## config.mk

```make
export PLATFORM = sky130hd
export DESIGN_NAME = down_counter_sync
export DESIGN_NICKNAME = d
export VERILOG_FILES = /design/src/rtl/down_counter_pkg.sv /design/src/rtl/dn_tff_cell.sv /design/src/rtl/down_counter_sync.sv
export SDC_FILE = /design/constraint.sdc
export NUM_CORES = 1
export LEC_CHECK = 0
export ABC_CLOCK_PERIOD_IN_PS = 2780
export CAP_MARGIN = 10
export CORE_AREA = 2 2 39 41
export CTS_CLUSTER_DIAMETER = 80
export DETAILED_ROUTE_END_ITERATION = 10
export DIE_AREA = 0 0 41 43
export HOLD_SLACK_MARGIN = 0.12
export PLACE_DENSITY = 0.65
export SETUP_SLACK_MARGIN = 0.05
export SLEW_MARGIN = 20
export SYNTH_ARGS = -nofsm -noshare
export SYNTH_HDL_FRONTEND = slang
export SYNTH_SLANG_ARGS = --single-unit
```

## constraint.sdc

```tcl
create_clock -name clk -period 2.78 [get_ports clk]
set_input_delay 0.834 -clock clk [delete_from_list [all_inputs] [get_ports clk]]
set_output_delay 0.834 -clock clk [all_outputs]
set_load 0.05 [all_outputs]
```

## src/rtl/down_counter_pkg.sv

```systemverilog
// ---------------------------------------------------------------------------
// down_counter_pkg
// Shared types and defaults for the down_counter_sync block.
//   dc_state_e : FSM state encoding (RUN counts, HALT parks at zero)
//   DC_WIDTH   : default counter width
// ---------------------------------------------------------------------------
package down_counter_pkg;

  localparam int DC_WIDTH = 3;

  typedef enum logic {
    RUN  = 1'b0,
    HALT = 1'b1
  } dc_state_e;

endpackage : down_counter_pkg

```

## src/rtl/dn_tff_cell.sv

```systemverilog
// ---------------------------------------------------------------------------
// dn_tff_cell
// One bit of the down counter: a toggle flop with synchronous active-high
// reset and a synchronous parallel load.  Priority: reset > load > toggle.
// Ports:
//   i_clk     : rising-edge clock
//   i_rst     : synchronous active-high reset
//   i_rst_val : value taken on reset
//   i_ld      : parallel load strobe
//   i_d       : value taken on load
//   i_t       : toggle enable
//   o_q       : stored bit
// ---------------------------------------------------------------------------
module dn_tff_cell (
  input  logic i_clk,
  input  logic i_rst,
  input  logic i_rst_val,
  input  logic i_ld,
  input  logic i_d,
  input  logic i_t,
  output logic o_q
);

  logic r_q;

  always_ff @(posedge i_clk) begin
    if (i_rst) begin
      r_q <= i_rst_val;
    end else if (i_ld) begin
      r_q <= i_d;
    end else if (i_t) begin
      r_q <= ~r_q;
    end
  end

  assign o_q = r_q;

endmodule : dn_tff_cell

```

## src/rtl/down_counter_sync.sv

```systemverilog
// ---------------------------------------------------------------------------
// down_counter_sync
// Synchronous binary down counter built from per-bit toggle cells, with
// parallel load, count enable, and auto-reload or one-shot operation.
// Used as a timer/prescaler: tc flags zero, borrow pulses on each underflow.
//
// Ports:
//   clk       : rising-edge clock
//   rst       : synchronous active-high reset
//   en        : count enable (decrement once per clk while RUN)
//   load      : parallel load strobe (also sets the reload value)
//   load_val  : value captured on load
//   oneshot   : 1 = park at zero in HALT on underflow, 0 = reload and continue
//   q         : current count
//   q_not     : bitwise ~q
//   tc        : q == 0 (combinational from q only)
//   borrow    : registered one-cycle pulse after each underflow edge
//   busy      : FSM is in RUN
//   state_dbg : current FSM state, for observation only
//
// Control interface: there is no valid/ready handshake. load and en are
// level-sampled strobes acted on at every rising edge with priority
// rst > load > en; every effect appears on q/borrow one edge later.
// ---------------------------------------------------------------------------
module down_counter_sync
  import down_counter_pkg::*;
#(
  parameter int               WIDTH     = DC_WIDTH,
  parameter logic [WIDTH-1:0] RESET_VAL = {WIDTH{1'b1}}
) (
  input  logic             clk,
  input  logic             rst,
  input  logic             en,
  input  logic             load,
  input  logic [WIDTH-1:0] load_val,
  input  logic             oneshot,
  output logic [WIDTH-1:0] q,
  output logic [WIDTH-1:0] q_not,
  output logic             tc,
  output logic             borrow,
  output logic             busy,
  output dc_state_e        state_dbg
);

  dc_state_e        r_state;
  dc_state_e        w_state_nxt;
  logic [WIDTH-1:0] r_reload;
  logic             r_borrow;

  logic [WIDTH-1:0] w_q;
  logic [WIDTH:0]   w_low_zero;   // w_low_zero[i] = (q[i-1:0] == 0)
  logic             w_run;
  logic             w_tc;
  logic             w_count;      // ordinary decrement this edge
  logic             w_underflow;  // count request while q == 0
  logic             w_cell_ld;
  logic [WIDTH-1:0] w_cell_d;
  logic [WIDTH-1:0] w_t;

  // Borrow chain: a bit toggles on decrement exactly when every lower bit
  // is zero. The top of the chain doubles as the zero detect.
  always_comb begin
    w_low_zero[0] = 1'b1;
    for (int i = 0; i < WIDTH; i++) begin
      w_low_zero[i+1] = w_low_zero[i] & ~w_q[i];
    end
  end

  assign w_tc        = w_low_zero[WIDTH];
  assign w_run       = (r_state == RUN);
  assign w_count     = w_run & ~load & en & ~w_tc;
  assign w_underflow = w_run & ~load & en &  w_tc;

  // The cells' parallel-load path serves both an explicit load and the
  // auto-reload on underflow. In one-shot mode the underflow loads nothing
  // and toggles nothing, so q simply stays at zero.
  assign w_cell_ld = load | (w_underflow & ~oneshot);
  assign w_cell_d  = load ? load_val : r_reload;
  assign w_t       = {WIDTH{w_count}} & w_low_zero[WIDTH-1:0];

  for (genvar gi = 0; gi < WIDTH; gi++) begin : g_cell
    dn_tff_cell u_cell (
      .i_clk     (clk),
      .i_rst     (rst),
      .i_rst_val (RESET_VAL[gi]),
      .i_ld      (w_cell_ld),
      .i_d       (w_cell_d[gi]),
      .i_t       (w_t[gi]),
      .o_q       (w_q[gi])
    );
  end

  // FSM state register
  always_ff @(posedge clk) begin
    if (rst) begin
      r_state <= RUN;
    end else begin
      r_state <= w_state_nxt;
    end
  end

  // FSM next state: load always returns to RUN; a one-shot underflow parks.
  always_comb begin
    w_state_nxt = r_state;
    case (r_state)
      RUN: begin
        if (w_underflow && oneshot) begin
          w_state_nxt = HALT;
        end
      end
      HALT: begin
        if (load) begin
          w_state_nxt = RUN;
        end
      end
      default: w_state_nxt = RUN;
    endcase
  end

  // Reload register follows every explicit load.
  always_ff @(posedge clk) begin
    if (rst) begin
      r_reload <= RESET_VAL;
    end else if (load) begin
      r_reload <= load_val;
    end
  end

  // Borrow is registered so it carries no combinational input path.
  always_ff @(posedge clk) begin
    if (rst) begin
      r_borrow <= 1'b0;
    end else begin
      r_borrow <= w_underflow;
    end
  end

  assign q         = w_q;
  assign q_not     = ~w_q;
  assign tc        = w_tc;
  assign borrow    = r_borrow;
  assign busy      = w_run;
  assign state_dbg = r_state;

endmodule : down_counter_sync

```

==> impl_metrics.json <==
{
  "status": "complete, no violations",
  "finalCritPeriodShare_pct": 93.2,
  "p_sw_w": 0.0000853,
  "p_clk_share_pct": 30.9,
  "dieArea_mm2": 0.00176,
  "post_cts_buffers": 0,
  "cp.arrival_ns": 1.76,
  "h-tree-depth": 1,
  "vdd_ir_drop_max_uv": 192,
  "end_kind": "output port",
  "syn_inst": 49,
  "numCtsBuffers": 3,
  "design_area_um2": 643,
  "dr.pass1.iters": 2,
  "synth_area_um2": 453,
  "skew_ns": 0.00228,
  "final_util_pct": 46.5,
  "leakagePower_nw": 0.255,
  "vias_per_cell": 5.00,
  "fin_crit_ns": 2.59,
  "cap_viol_max_count": 0,
  "clockBufferDepth": 2,
  "p_comb_share_pct": 24.4,
  "grt_max_degree": 9,
  "cp.required_ns": 1.95,
  "rows": 14,
  "max_slew_margin_pct": 67.1,
  "p_int_w": 0.000201,
  "seq_area_frac_synth_pct": 35.4,
  "synth_adder_area_share_pct": 0,
  "wl_per_cell_um": 10.7,
  "grt_pass1_vias": 350,
  "area_growth_pct": 42.0,
  "swShare_pct": 29.8,
  "cts_hold_buf": 0,
  "synth_compound_area_share_pct": 15.7,
  "place_congestion": 0.769,
  "yosysWarnings": 0,
  "path_clk_slew_ns": 0.06,
  "grt_use_total_pct": 12.0,
  "die_w_um": 41,
  "initial_utilization_pct": 32.7,
  "rsz0062_at_grt": "no",
  "placement.io_buffers": 17,
  "vias": 410,
  "hpwl_um": 674,
  "avgSynthCellArea_um2": 9.24,
  "finalPower_w": 0.000287,
  "drc": 0,
  "die_h_um": 43,
  "diodes": 0,
  "placed_area_um2": 621,
  "synth-simple-area-share_pct": 33.7,
  "post-place-cells": 79,
  "cts_tree": "built",
  "synth_fp_nets": 57,
  "drt-initial-drc-count": 5,
  "synth-seq-cells": 8,
  "nets": 76,
  "cts_resized": 0,
  "grt_pass1_wl_um": 1440,
  "crit_type": "reg2out",
  "cts_sinks": 8,
  "slew_viol_final": 0,
  "tns_ns": 0,
  "insertion_delay_ns": 0.25,
  "finalSetupViolCount": 0,
  "synth_cell_types": 22,
  "io-pin-count": 18,
  "gr-total-overflow": 0,
  "coreArea_mm2": 0.00138,
  "drive_gt1_share_pct": 13.6,
  "worst_pin_slew_ns": 0.492,
  "finalWirelength_um": 878,
  "antenna_found_initial": 0,
  "hold_violations": 0,
  "powerDensity_mw_per_mm2": 446,
  "fmax_ghz": 0.386,
  "synth_top_family_by_area": "simple AND/OR/NAND/NOR gates",
  "p_seq_share_pct": 44.7,
  "hold_class": "reg2reg",
  "instances_no_fill": 82,
  "drt.antenna.violating_nets": 0,
  "root_buffer": "clkbuf_4",
  "cp-start-kind": "flip-flop",
  "path_max_fanout": 7,
  "synth-xor-area-share_pct": 0,
  "muxShareOfSynthArea_pct": 4.42
}
## worst max-delay path, stage by stage, from the launching register on
cell             delay (ns)
dfxtp_1                0.36
or2_1                  0.26
nor2_1                 0.09
clkdlybuf4s50_1        0.80
## area by class of cell
class                   count  area, um^2
fillers                   144         741
well taps                  16        20.0
multi-input cells          32         244
inverters                   5        18.8
clock buffers               3        22.5
flip-flops and latches      8         160
repair buffers             18         178
## state kept, by name, summed over array words and instances (netlist names)
name               cells
g_cell.u_cell.o_q      3
r_reload               3
borrow                 1
state_dbg              1
## cell usage in the layout (no fill, tap or decap)
cell type / instances
a21o_1: 2
a21o_2: 1
a21oi_1: 2
a22oi_1: 1
a31oi_1: 1
a41oi_1: 1
and2b_1: 1
buf_4: 1
clkbuf_4: 3
clkdlybuf4s50_1: 17
dfxtp_1: 8
inv_1: 5
mux2i_1: 2
nand2b_1: 4
nand3_1: 1
nor2_1: 5
nor3_1: 1
nor3b_1: 1
nor4b_2: 3
nor4b_4: 1
o21ai_0: 1
o21ai_1: 2
or2_1: 1
or3b_1: 1
## synth_stat cells (all sizes together)
cell type | number | share of area [%]
buf | 4 | 6.6
inv | 5 | 4.1
nor3 | 1 | 1.1
nor4b | 4 | 15
o21ai | 3 | 3.3
a21o | 3 | 5.2
a22oi | 1 | 1.7
nand2b | 4 | 5.5
a31oi | 1 | 1.4
a21oi | 2 | 2.2
dfxtp | 8 | 35
nor2 | 5 | 4.1
a41oi | 1 | 1.9
and2b | 1 | 1.7
or2 | 1 | 1.4
nor3b | 1 | 1.7
mux2i | 2 | 4.4
nand3 | 1 | 1.1
or3b | 1 | 1.9
## cells by family after synthesis
group                  Yosys count
AOI/OAI and AO/OA               11
buffers and inverters            9
DFF                              8
muxes                            2
and+or+nand+nor                 19
## routing by layer
metal,vias to the layer above,global-route usage (%),wire length [um]
li1,207,-,-
met1,185,15.2,412
met2,16,16.9,404
met3,2,3.14,51
met4,0,8.00,9
met5,-,0,0
## metrics by stage
step / hold WS, ns / worst slack, ns
6_report: 0.461 / 0.188
5_1_grt: 0.501 / 0.0940
4_1_cts: 0.467 / 0.167
3_5_place_dp: 0.454 / 0.445
3_3_place_gp: 0.451 / 0.464
2_1_floorplan: 0.430 / 0.706
## power groups by stage
stage	Sequential, W	Clock (W)	Combinational (W)
final	0.000128	0.0000885	0.0000700
after global routing	0.000129	0.0000966	0.0000749
after CTS	0.000128	0.0000919	0.0000705
after detailed placement	0.000131	0	0.0000702
after global placement	0.000130	0	0.0000705
after floorplan	0.000129	0	0.0000478
## worst paths after layout
kind	startpoint	end	slack, ns	cells past startpoint
worst min register to register	r_reload[0]	r_reload[0]	0.46	1
worst max-delay path	g_cell[1].u_cell.o_q	tc	0.19	3
worst min-delay path	r_reload[0]	r_reload[0]	0.46	1
worst max register to register	state_dbg	g_cell[0].u_cell.o_q	1.55	3
Power figures use the tool's default switching activity.
